## config.mk

```make
export PLATFORM = sky130hd
export DESIGN_NAME = data_mem_bridge
export DESIGN_NICKNAME = d
export VERILOG_FILES = /design/src/rtl/data_mem_pkg.sv /design/src/rtl/mem_align.sv /design/src/rtl/data_mem_bridge.sv
export SDC_FILE = /design/constraint.sdc
export NUM_CORES = 1
export LEC_CHECK = 0
export ABC_AREA = 1
export BUFFER_PORTS_ARGS = -buffer_cell sky130_fd_sc_hd__buf_2
export CAP_MARGIN = 20
export CORE_UTILIZATION = 50
export DETAILED_ROUTE_END_ITERATION = 12
export PLACE_DENSITY = 0.82
export SLEW_MARGIN = 20
export SYNTH_ARGS = -nofsm -noshare
export SYNTH_HDL_FRONTEND = slang
export SYNTH_SLANG_ARGS = --single-unit
```

## constraint.sdc

```tcl
create_clock -name clk -period 3 [get_ports clk]
set_input_delay 0.15 -clock clk [delete_from_list [all_inputs] [get_ports clk]]
set_output_delay 0.15 -clock clk [all_outputs]
set_load 0.02 [all_outputs]
```

## src/rtl/data_mem_pkg.sv

```systemverilog
// Shared encodings for the data-memory bridge: access kinds, FSM states and bus sizes.
// Also holds the alignment helpers used by the bridge and its lane aligner.
package data_mem_pkg;

  typedef enum logic [2:0] {
    OP_LW  = 3'b000,
    OP_LH  = 3'b001,
    OP_LHU = 3'b010,
    OP_LB  = 3'b011,
    OP_LBU = 3'b100,
    OP_SW  = 3'b101,
    OP_SH  = 3'b110,
    OP_SB  = 3'b111
  } memOp_t;

  typedef enum logic [1:0] {
    ST_IDLE = 2'd0,
    ST_REQ  = 2'd1,
    ST_WAIT = 2'd2,
    ST_DONE = 2'd3
  } state_t;

  localparam logic [1:0] SIZE_BYTE = 2'd0;
  localparam logic [1:0] SIZE_HALF = 2'd1;
  localparam logic [1:0] SIZE_WORD = 2'd2;

  function automatic logic [1:0] opSize(input memOp_t op);
    case (op)
      OP_LW, OP_SW:         opSize = SIZE_WORD;
      OP_LH, OP_LHU, OP_SH: opSize = SIZE_HALF;
      default:              opSize = SIZE_BYTE;
    endcase
  endfunction

  // Address bits that must be zero for a naturally aligned access of this kind.
  function automatic logic [1:0] alignMask(input memOp_t op);
    case (opSize(op))
      SIZE_WORD: alignMask = 2'b11;
      SIZE_HALF: alignMask = 2'b01;
      default:   alignMask = 2'b00;
    endcase
  endfunction

  function automatic logic isMisaligned(input memOp_t op, input logic [1:0] addrLow);
    return (addrLow & alignMask(op)) != 2'b00;
  endfunction

endpackage

```

## src/rtl/mem_align.sv

```systemverilog
// Combinational lane logic: byte strobes, store-data replication, bus size and
// load-lane extraction with sign/zero extension.
module mem_align
  import data_mem_pkg::*;
(
  input  memOp_t      i_op,
  input  logic        i_write,
  input  logic [1:0]  i_addrLow,
  input  logic [31:0] i_wdata,
  input  logic [31:0] i_rdata,
  output logic [3:0]  o_wstrb,
  output logic [31:0] o_wdata,
  output logic [1:0]  o_size,
  output logic [31:0] o_rdata
);

  logic [7:0]  w_byte;
  logic [15:0] w_half;

  assign o_size = opSize(i_op);
  assign w_byte = i_rdata[{i_addrLow, 3'b000} +: 8];
  assign w_half = i_rdata[{i_addrLow[1], 4'b0000} +: 16];

  always_comb begin
    o_wstrb = 4'b0000;
    o_wdata = i_wdata;
    case (o_size)
      SIZE_HALF: begin
        o_wdata = {2{i_wdata[15:0]}};
        if (i_write) o_wstrb = i_addrLow[1] ? 4'b1100 : 4'b0011;
      end
      SIZE_BYTE: begin
        o_wdata = {4{i_wdata[7:0]}};
        if (i_write) o_wstrb = 4'b0001 << i_addrLow;
      end
      default: begin
        if (i_write) o_wstrb = 4'b1111;
      end
    endcase
  end

  // Stores and LW pass the raw word through; the bridge only keeps it for loads.
  always_comb begin
    o_rdata = i_rdata;
    case (i_op)
      OP_LH:   o_rdata = {{16{w_half[15]}}, w_half};
      OP_LHU:  o_rdata = {16'h0000, w_half};
      OP_LB:   o_rdata = {{24{w_byte[7]}}, w_byte};
      OP_LBU:  o_rdata = {24'h000000, w_byte};
      default: o_rdata = i_rdata;
    endcase
  end

endmodule

```

## src/rtl/data_mem_bridge.sv

```systemverilog
// M-stage to req/addr_ok/data_ok data bus bridge; stalls the pipeline until the access completes.
// Optional macro DATA_MEM_ALIGN_CHECK_EN raises adelM/adesM on misaligned accesses instead of aligning them.
module data_mem_bridge
  import data_mem_pkg::*;
#(
  parameter int ADDR_W = 32,
  parameter int DATA_W = 32
) (
  input  logic              clk,
  input  logic              rst,
  input  logic              mem_enM,
  input  logic              memwriteM,
  input  logic [2:0]        mem_opM,
  input  logic [ADDR_W-1:0] aluoutM,
  input  logic [DATA_W-1:0] writedataM,
  input  logic              advanceM,
  output logic [DATA_W-1:0] readdataM,
  output logic              stallM,
  output logic              adelM,
  output logic              adesM,
  output logic              data_req,
  output logic              data_wr,
  output logic [1:0]        data_size,
  output logic [ADDR_W-1:0] data_addr,
  output logic [3:0]        data_wstrb,
  output logic [DATA_W-1:0] data_wdata,
  input  logic              data_addr_ok,
  input  logic              data_data_ok,
  input  logic [DATA_W-1:0] data_rdata
);

  state_t            r_state, w_next;
  memOp_t            r_op;
  logic [ADDR_W-1:0] r_addr;
  logic [DATA_W-1:0] r_wdata;
  logic              r_wr;
  logic              r_misaligned;
  logic [DATA_W-1:0] r_loadData;

  memOp_t            w_op;
  logic              w_misaligned;
  logic [ADDR_W-1:0] w_alignedAddr;
  logic              w_inReq;
  logic              w_respOk;
  logic [3:0]        w_wstrb;
  logic [DATA_W-1:0] w_wdata;
  logic [1:0]        w_size;
  logic [DATA_W-1:0] w_loadData;

  assign w_op          = memOp_t'(mem_opM);
  assign w_alignedAddr = {aluoutM[ADDR_W-1:2], aluoutM[1:0] & ~alignMask(w_op)};

`ifdef DATA_MEM_ALIGN_CHECK_EN
  assign w_misaligned = isMisaligned(w_op, aluoutM[1:0]);
`else
  assign w_misaligned = 1'b0;
`endif

  always_comb begin
    w_next = r_state;
    case (r_state)
      ST_IDLE: if (mem_enM)      w_next = w_misaligned ? ST_DONE : ST_REQ;
      ST_REQ:  if (data_addr_ok) w_next = data_data_ok ? ST_DONE : ST_WAIT;
      ST_WAIT: if (data_data_ok) w_next = ST_DONE;
      ST_DONE: if (advanceM)     w_next = ST_IDLE;
      default:                   w_next = ST_IDLE;
    endcase
  end

  // data_rdata is only meaningful in the cycle that completes the access.
  assign w_respOk = ((r_state == ST_REQ) && data_addr_ok && data_data_ok) ||
                    ((r_state == ST_WAIT) && data_data_ok);

  always_ff @(posedge clk) begin
    if (rst) begin
      r_state      <= ST_IDLE;
      r_op         <= OP_LW;
      r_addr       <= '0;
      r_wdata      <= '0;
      r_wr         <= 1'b0;
      r_misaligned <= 1'b0;
      r_loadData   <= '0;
    end else begin
      r_state <= w_next;
      if ((r_state == ST_IDLE) && mem_enM) begin
        r_op         <= w_op;
        r_addr       <= w_alignedAddr;
        r_wdata      <= writedataM;
        r_wr         <= memwriteM;
        r_misaligned <= w_misaligned;
        if (w_misaligned) r_loadData <= '0;
      end
      if (w_respOk && !r_wr) r_loadData <= w_loadData;
    end
  end

  mem_align u_align (
    .i_op      (r_op),
    .i_write   (r_wr),
    .i_addrLow (r_addr[1:0]),
    .i_wdata   (r_wdata),
    .i_rdata   (data_rdata),
    .o_wstrb   (w_wstrb),
    .o_wdata   (w_wdata),
    .o_size    (w_size),
    .o_rdata   (w_loadData)
  );

  // Bus fields are only driven while the request is outstanding, so they read 0 otherwise.
  assign w_inReq    = (r_state == ST_REQ);
  assign data_req   = w_inReq;
  assign data_wr    = w_inReq & r_wr;
  assign data_size  = w_inReq ? w_size  : 2'b00;
  assign data_addr  = w_inReq ? r_addr  : '0;
  assign data_wstrb = w_inReq ? w_wstrb : 4'b0000;
  assign data_wdata = w_inReq ? w_wdata : '0;

  assign stallM    = mem_enM & (r_state != ST_DONE);
  assign readdataM = r_loadData;
  assign adelM     = (r_state == ST_DONE) & r_misaligned & ~r_wr;
  assign adesM     = (r_state == ST_DONE) & r_misaligned & r_wr;

endmodule

```

==> out/qor.csv, run 1 <==
metric,value,unit
status,"complete, no violations",
cts_setup_buffers,0,
cts_resized,0,
worstHoldStart,writedataM[19],
crit_start,r_state[1]$_SDFFE_PP0P_,
synth_top_area_share,38.5,%
clock-sinks,102,
crit_end,data_wdata[24],
fillers,1006,
grt_overflow,0,
rsz0062_at_grt,no,
htreeDepth,3,
area.growth.synth_to_final,24.3,%
grt_usage,27.3,%
grt_pass1_vias,5158,
dpl.hpwl,10800,um
ys_top_cells_by_area,"dfxtp_1 39%, nor2_1 15%, nand2_1 13%",
max_stage_delay,0.46,ns
cts_hold_buffers,0,
nets,1136,
fin_crit,2.41,ns
hold_violations,0,
synth_seq_cells,102,
slew_viol_final,0,
dieArea,11000,um^2
rr_worst_depth,10,
multiInputGateArea,2740,um^2
syn_area,5300,um^2
drv_cap,0,
chipWidth,105,um
wl_per_cell,12.8,um
ir_worst_vdd,0.508,mV
layout-drive-gt1-share,25.0,%
initial_utilization,51.6,%
fin_crit_sh,80.5,%
required,2.85,ns
fin_setup_tns,0,ns
numPortBuffers,210,
fin_ws,0.586,ns
cts_made_buffers,9,
syn_avg_cell_area,6.28,um^2
ant_nets,0,
grt_max_degree,56,
cts_root_buf,clkbuf_8,
r2r_slack,0.99,ns
critical_path_arrival,2.26,ns
row_count,37,
reg2reg_to,readdataM[13]$_SDFFE_PP0P_,
fmax,0.414,GHz
synth_top_area_cell,dfxtp_1,
clkTransAtPathRegs,0.11,ns
setup_viol,0,
max-clock-path-buffers,2,
tightestPinTransition,0.633,ns
die_h,105,um
cts_tree,built,
most-common-layout-cells,"210 x nor2_1, 210 x buf_2, 183 x nand2_1",
crit_fanout,46,
drt_wl_total,14900,um
power_density,854,nW/um^2
cp-end-kind,primary output,
pin_count,213,
core_area,10300,um^2
critPathKind,reg -> out,
maxSlewHeadroom,57.8,%
hold_path.class,in -> reg,
synth-seq-area-share,38.5,%
ff_latch_area,2040,um^2
synth_cell_type_count,29,
antenna_found_initial,3,
drt_pre_antenna_iters,7,
crit_path_cell_trace,"inv_1, ha_2, buf_4, o21ai_0, nor3_1, buf_2",
r2r-start,r_state[1]$_SDFFE_PP0P_,
start_kind,register,
place_congestion,0.904,
drcViolationCount,0,
critical-path-slowest-cell,buf_4,
grt_first_pass_wirelength,24400,um
insertion_delay,0.37,ns
via_per_inst,5.02,
post-place-ws,1.01,ns
via_count,5861,
dr.first_iter.drc_count,522,
synth_cells,844,
yosysWarningCount,0,
p_leak,3.71,nW
skew,0.0150,ns
-- cell usage after synthesis --
library cell,n
buf_1,4
ha_1,6
nand3_2,2
o21ai_4,1
a21oi_1,31
nand3_1,21
nand2_1,184
buf_12,1
o22ai_1,2
buf_6,1
clkbuf_1,32
nor3_1,14
o22a_1,1
or2_2,2
nor2_8,1
mux2i_1,5
inv_1,75
buf_4,4
nand2_4,2
nor2_1,210
nand3b_1,2
o21ai_1,4
dfxtp_1,102
a211oi_1,2
conb_1,1
inv_2,3
o21ai_0,114
buf_2,8
nand2_2,9
-- flip-flops by register name (all words and copies together), names as in the netlist --
name	count
r_op	3
readdataM	32
r_state	2
r_addr	32
r_wdata	32
r_wr	1
-- report_power, final --
group	total, mW	switching [mW]	internal [mW]
Clock	0.914	0.516	0.398
Combinational	2.79	1.91	0.876
Sequential	1.92	0.211	1.71
Total	5.62	2.64	2.99
-- cell families after synthesis --
kind of cell	share of synthesized area (%)
compound gates	15.1
fa+ha+maj	1.42
buf+inv	9.99
flops	38.5
mux	0.945
other cells	0.0708
simple gates	34.0
-- metal layers --
metal	wire (um)	track usage (%)
met3	1010	5.24
met5	13	0
met2	6800	43.4
met4	444	10.7
met1	6670	36.6
-- worst max-delay path: cells and delay by family (launching register included) --
kind / cells / cell delay [ns]
AND/OR/NAND/NOR: 1 / 0.18
AO/OA/AOI/OAI: 1 / 0.21
flip-flops: 1 / 0.36
buffers and inverters: 3 / 0.78
adder cells (fa/ha/maj): 1 / 0.35
-- metrics by stage --
stage | hold slack [ns] | utilization [%] | std cells | total power [mW] | area (um^2)
floorplan | 0.219 | - | 845 | 4.00 | 5300
global placement | 0.392 | 62.1 | 1149 | 4.69 | 6380
detailed placement | 0.407 | 62.1 | 1149 | 4.72 | 6380
CTS | 0.0166 | 64.0 | 1165 | 5.62 | 6580
global route | 0.0154 | 64.1 | 1167 | 6.08 | 6590
finish | 0.0185 | 64.1 | 1167 | 5.62 | 6590
-- final cells by class --
class | count | share of cell area (%)
Inverter | 78 | 4.45
Antenna cell | 2 | 0.0760
Timing Repair Buffer | 218 | 17.2
Sequential cell | 102 | 31.0
Tap cell | 136 | 2.58
Clock inverter | 7 | 1.22
Multi-Input combinational cell | 615 | 41.5
Clock buffer | 9 | 1.88
-- how the worst min path moves through the flow --
stage / to / slack [ns] / depth (start not counted)
final: r_wdata[19]$_SDFFE_PP0P_ / 0.02 / 3
after global routing: r_addr[4]$_SDFFE_PP0P_ / 0.02 / 3
after CTS: r_wdata[19]$_SDFFE_PP0P_ / 0.02 / 3
after detailed placement: r_addr[26]$_SDFFE_PP0P_ / 0.41 / 3
after global placement: r_addr[26]$_SDFFE_PP0P_ / 0.39 / 3
after floorplan: r_state[0]$_SDFFE_PP0P_ / 0.22 / 1
No activity file was read; power rests on OpenSTA's default activity.
==> inputs of run 2 (changes only) <==
--- a/config.mk
+++ b/config.mk
@@ -8,9 +8,9 @@
 export ABC_AREA = 1
 export BUFFER_PORTS_ARGS = -buffer_cell sky130_fd_sc_hd__buf_2
 export CAP_MARGIN = 20
-export CORE_UTILIZATION = 50
+export CORE_UTILIZATION = 49
 export DETAILED_ROUTE_END_ITERATION = 12
-export PLACE_DENSITY = 0.82
+export PLACE_DENSITY = 0.81
 export SLEW_MARGIN = 20
 export SYNTH_ARGS = -nofsm -noshare
 export SYNTH_HDL_FRONTEND = slang
==> constraint.sdc (replaced) <==
create_clock -name clk -period 2.33 [get_ports clk]
set_input_delay 0.1165 -clock clk [delete_from_list [all_inputs] [get_ports clk]]
set_output_delay 0.1165 -clock clk [all_outputs]
set_load 0.02 [all_outputs]
==> run 2 against run 1 <==
  * The flow now finishes with violations (negative hold slack)
  * Sequential power up 29%
  * First-iteration DRC count decreased by 26%
  * Worst hold slack worse by 0.024 ns
  * Wire length is 4.8% higher
  * Via count is 3.1% higher
  * Sequential share of layout area down 1.4 points
  * Power is 30% higher
  * Clock-buffer cell count up 1
  * Non-clock buffer count is 32 higher
  * Combinational power rose by 33%
  * Design area increased by 4.7%
  * Critical path type unchanged
  * Critical endpoint is now data_wdata[31]
  * Largest cell class unchanged
  * Largest power group unchanged
==> out/qor.csv, run 2 (synthesis gave the netlist of run 1 again) <==
metric,value,unit,change
dr.first_iter.drc_count,384,,-26%
crit_path_cell_trace,"inv_1, nand2_1, o21ai_4, clkinvlp_4, or2_2, nand3_1, nor2_1, buf_2",,
hold_ws,-0.00569,ns,-0.0242 ns
most-common-layout-cells,"210 x nor2_1, 210 x buf_2, 183 x nand2_1",,
core_area,10400,um^2,+1.4%
drt_wl_total,15700,um,+4.8%
antenna_found_initial,0,,-3
numPortBuffers,210,,unchanged
ir_worst_vdd,0.612,mV,+21%
violations,negative hold slack,,
grt_first_pass_wirelength,24800,um,+1.6%
crit_fanout,6,,-87%
drcViolationCount,0,,unchanged
status,"complete, but fails checks",,
fillers,1015,,+0.89%
fmax,0.460,GHz,
grt_overflow,0,,unchanged
grt_max_degree,82,,+46%
critPathKind,reg -> out,,
rsz0062_at_grt,no,,
power_density,1060,nW/um^2,+24%
htreeDepth,3,,unchanged
via_per_inst,5.05,,+0.47%
critical-path-slowest-cell,dfxtp_1,,
cts_made_buffers,9,,unchanged
initial_utilization,50.9,%,-0.69 points
tightestPinTransition,0.984,ns,+0.351 ns
nets,1169,,+2.9%
maxSlewHeadroom,34.3,%,-23 points
dpl.hpwl,10900,um,+0.43%
drv_cap,0,,unchanged
place_congestion,0.872,,-3.6%
critical_path_arrival,2.06,ns,-0.20 ns
hold_violations,5,,+5
setup_viol,0,,unchanged
cts_tree,built,,
fin_setup_tns,0,ns,unchanged
via_count,6045,,+3.1%
wl_per_cell,13.1,um,+2.1%
fin_crit,2.17,ns,
slew_viol_final,0,,unchanged
p_total,7.29,mW,+30%
chipWidth,106,um,+1.0%
pin_count,213,,unchanged
skew,0.0186,ns,+0.00353 ns
fin_crit_sh,93.3,%,
insertion_delay,0.39,ns,+0.02 ns
start_kind,register,,
die_h,106,um,+1.0%
dp.cells,1151,,+0.17%
p_leak,3.84,nW,+3.6%
grt_usage,27.3,%,about the same
area.growth.synth_to_final,30.2,%,
cp-end-kind,primary output,,
cts_root_buf,clkbuf_8,,
ant_nets,0,,unchanged
dieArea,11200,um^2,+2.0%
drt_pre_antenna_iters,9,,+2
clock-sinks,102,,unchanged
finalNonFillerCells,1198,,+2.7%
layout-drive-gt1-share,24.7,%,-0.31 points
grt_pass1_vias,5329,,+3.3%
antenna_cells,0,,-2
max-clock-path-buffers,2,,unchanged
required,2.21,ns,-0.64 ns
max_stage_delay,0.37,ns,-0.09 ns
hold_path.class,in -> reg,,
row_count,37,,unchanged
clkTransAtPathRegs,0.11,ns,about the same
[run 2: changes by cell type in the layout (fill, tap and decap cells not counted)]
| cell | delta |
|---|---|
| bufinv_16 | -1 |
| diode_2 | -2 |
| inv_1 | -1 |
| buf_6 | +2 |
| buf_4 | +1 |
| clkbuf_8 | +1 |
| o21ai_0 | -1 |
| clkinvlp_4 | +1 |
| inv_6 | +1 |
| dlygate4sd3_1 | +29 |
| o21ai_1 | +1 |
[run 2: worst max-delay path, delay by kind of cell (launching register included)]
family          cells  cell delay, ns
simple gates        4            0.56
buf+inv             3            0.49
flops               1            0.37
compound gates      1            0.26
[run 2: through the flow]
| stage | area [um^2] | utilization, % | worst slack [ns] | hold slack (ns) |
|---|---|---|---|---|
| floorplan | 5300 | - | 0.545 | 0.186 |
| global placement | 6390 | 61.4 | 0.441 | 0.355 |
| global route | 6900 | 66.2 | 0.0601 | 0.00479 |
| detailed placement | 6390 | 61.4 | 0.339 | 0.360 |
| finish | 6900 | 66.2 | 0.156 | -0.00569 |
| CTS | 6850 | 65.8 | 0.0828 | 0.000633 |
[run 2: final cells by class]
cell class | count | area [um^2] | share of cell area [%]
clock inverters | 6 | 51.3 | 0.744
clock buffers | 10 | 138 | 2.00
inverters | 78 | 297 | 4.30
multi-input cells | 615 | 2740 | 39.7
repair inverters | 1 | 7.51 | 0.109
repair buffers | 250 | 1460 | 21.1
flip-flops and latches | 102 | 2040 | 29.6
well taps | 136 | 170 | 2.47
[run 2: layer usage]
layer	part of all wire, %	global-route usage (%)	vias to the layer above	wire (um)
met2	45	44.1	272	7010
met4	3.6	11.6	0	567
met5	0	0	-	0
met1	45	35.9	2668	7020
met3	6.8	4.90	52	1060
li1	-	-	3053	-
[run 2: timing repair]
action,4_1_cts,5_1_grt
endpoints found under the setup margin,0,21
resized for setup,0,5
endpoints found under the hold margin,29,2
hold buffers,27,2
setup buffers,0,1
[run 2: worst paths after layout]
path | start | end | slack (ns) | cells after the start
setup reg to reg | r_addr[1]$_SDFFE_PP0P_ | readdataM[21]$_SDFFE_PP0P_ | 0.28 | 9
hold / removal | writedataM[19] | r_wdata[19]$_SDFFE_PP0P_ | -0.006 | 3
hold reg to reg | r_wdata[22]$_SDFFE_PP0P_ | r_wdata[22]$_SDFFE_PP0P_ | 0.49 | 2
setup / recovery | r_op[1]$_SDFFE_PP0P_ | data_wdata[31] | 0.16 | 8
[run 2: power by group]
group | internal (mW) | switching (mW)
sequential | 2.21 | 0.273
clock | 0.438 | 0.675
combinational | 1.19 | 2.50
total | 3.84 | 3.45
==> inputs of run 3 (changes only) <==
--- a/config.mk
+++ b/config.mk
@@ -10,7 +10,7 @@
 export CAP_MARGIN = 20
 export CORE_UTILIZATION = 49
 export DETAILED_ROUTE_END_ITERATION = 12
-export PLACE_DENSITY = 0.81
+export PLACE_DENSITY_LB_ADDON = 0.05
 export SLEW_MARGIN = 20
 export SYNTH_ARGS = -nofsm -noshare
 export SYNTH_HDL_FRONTEND = slang
==> run 3 against run 2 <==
  * The flow now finishes without violations
  * Sequential cell count stayed put
  * Critical path depth stayed put
  * Non-clock buffer count is 2 higher
  * Fmax is 1.7% lower
  * Power is 2.1% higher
  * Worst hold slack better by 0.0099 ns
  * Clock power is 13% higher
  * Largest power group unchanged
  * Sequential share of layout area is 0.26 points lower
  * Worst setup slack worse by 0.037 ns
  * Largest cell class unchanged
==> out/qor.csv, run 3 (synthesis gave the netlist of run 1 again) <==
metric,value,unit,change
highest_layer,met4,,
via_count,5971,,-1.2%
critPathKind,reg -> out,,
crit_fanout,12,,+6
maxSlewHeadroom,63.9,%,+30 points
grt_first_pass_wirelength,25000,um,+1.0%
wl_per_cell,13.0,um,-0.26%
reg2reg_to,readdataM[30]$_SDFFE_PP0P_,,
row_count,37,,unchanged
grt_usage,27.7,%,+0.37 points
insertion_delay,0.37,ns,-0.02 ns
fin_crit,2.21,ns,+0.0372 ns
dieArea,11200,um^2,unchanged
post-place-ws,0.531,ns,+0.193 ns
fmax,0.452,GHz,-1.7%
cts_resized,0,,unchanged
status,"complete, no violations",,
power_density,1070,nW/um^2,+1.2%
htreeDepth,3,,unchanged
p_leak,3.86,nW,+0.48%
clkTransAtPathRegs,0.09,ns,-0.02 ns
rr_worst_depth,10,,+1
slew_viol_final,0,,unchanged
fin_crit_sh,94.9,%,+1.6 points
most-common-layout-cells,"210 x nor2_1, 210 x buf_2, 183 x nand2_1",,
worstHoldEndpoint,r_addr[14]$_SDFFE_PP0P_,,
skew,0.00932,ns,-0.00924 ns
drt_wl_total,15600,um,about the same
cts_root_buf,clkbuf_8,,
tightestPinTransition,0.540,ns,-0.444 ns
cp-end-kind,primary output,,
worstHoldStart,aluoutM[14],,
pin_count,213,,unchanged
die_h,106,um,unchanged
start_kind,register,,
rsz0062_at_grt,yes,,
met2_length,7670,um,+9.5%
ant_nets,0,,unchanged
dpl.hpwl,11100,um,+2.2%
r2r-start,r_state[1]$_SDFFE_PP0P_,,
ir_worst_vdd,0.467,mV,-24%
nets,1170,,+0.086%
max-clock-path-buffers,2,,unchanged
drv_cap,0,,unchanged
hold_violations,0,,-5
grt_max_degree,60,,-27%
critical_path_arrival,2.09,ns,+0.03 ns
grt_overflow,0,,unchanged
cts_tree,built,,
via_per_inst,4.98,,-1.4%
drcViolationCount,0,,unchanged
clock-sinks,102,,unchanged
hold_path.class,in -> reg,,
place_congestion,0.866,,-0.69%
layout-drive-gt1-share,24.5,%,-0.21 points
chipWidth,106,um,unchanged
area.growth.synth_to_final,31.3,%,
initial_utilization,50.9,%,unchanged
wl_met3,989,um,-6.8%
setup_viol,0,,unchanged
antenna_found_initial,2,,+2
grt_pass1_vias,5341,,+0.23%
drt_pre_antenna_iters,5,,-4
cts_made_buffers,9,,unchanged
dr.first_iter.drc_count,519,,+35%
r2r_slack,0.53,ns,+0.25 ns
fin_ws,0.119,ns,-0.0372 ns
met1_length,6580,um,-6.3%
numPortBuffers,210,,unchanged
hold_depth,3,,unchanged
core_area,10400,um^2,unchanged
fin_setup_tns,0,ns,unchanged
required,2.21,ns,about the same
==> run 3: cell types whose count changed in the layout (fill, tap and decap cells not counted), sizes merged <==
cell | previous run | this run
inv | 81 | 78
bufinv | 0 | 2
clkinv | 2 | 0
buf | 221 | 222
clkbuf | 10 | 11
clkinvlp | 2 | 3
diode | 0 | 1
dlygate4sd3 | 29 | 30
==> run 3: area by class of cell <==
cell class	instances	area, um^2
Fill cell	1061	3460
Multi-Input combinational cell	615	2740
Sequential cell	102	2040
Timing Repair Buffer	252	1490
Inverter	78	293
Tap cell	136	170
Clock buffer	11	141
Clock inverter	5	82.6
Antenna cell	1	2.50
==> run 3: critical path, cell delays in order (launching register included) <==
cell	delay (ns)
dfxtp_1	0.37
inv_1	0.13
nand2_1	0.11
o21ai_4	0.23
inv_1	0.25
or2_2	0.34
nand3_1	0.09
nor2_1	0.04
buf_2	0.16
==> run 3: through the flow <==
stage	area (um^2)	total power, mW	instances	utilization [%]	hold WS (ns)
2_1_floorplan	5300	5.15	845	-	0.186
3_3_place_gp	6430	6.15	1153	61.8	0.359
3_5_place_dp	6430	6.18	1153	61.8	0.368
4_1_cts	6960	7.46	1199	66.8	0.00117
5_1_grt	6960	8.03	1200	66.8	0.00282
6_report	6960	7.44	1200	66.8	0.00418
==> run 3: repair_timing <==
action / CTS / global route
endpoints found under the setup margin: 0 / 8
endpoints found under the hold margin: 32 / 0
hold buffers: 30 / 0
buffers inserted: 0 / 0
==> run 3: how the worst max path moves through the flow <==
stage / end / slack, ns / startpoint / depth (start not counted)
CTS: data_wdata[31] / 0.11 / r_op[1]$_SDFFE_PP0P_ / 8
detailed placement: data_wdata[31] / 0.53 / r_op[1]$_SDFFE_PP0P_ / 8
floorplan: data_wdata[10] / 0.54 / r_state[1]$_SDFFE_PP0P_ / 5
finish: data_wdata[31] / 0.12 / r_op[1]$_SDFFE_PP0P_ / 8
global route: data_wstrb[0] / -0.04 / r_op[2]$_SDFFE_PP0P_ / 9
global placement: data_wdata[31] / 0.57 / r_op[1]$_SDFFE_PP0P_ / 8
==> run 3: where the power goes <==
group / switching [mW] / internal [mW]
registers: 0.257 / 2.21
logic: 2.51 / 1.22
clock network: 0.616 / 0.635
total: 3.38 / 4.06
==> run 3: per-layer routing <==
layer | up-vias | track usage, %
li1 | 3057 | -
met1 | 2674 | 33.4
met2 | 205 | 48.4
met3 | 35 | 5.95
met4 | 0 | 9.72
met5 | - | 0
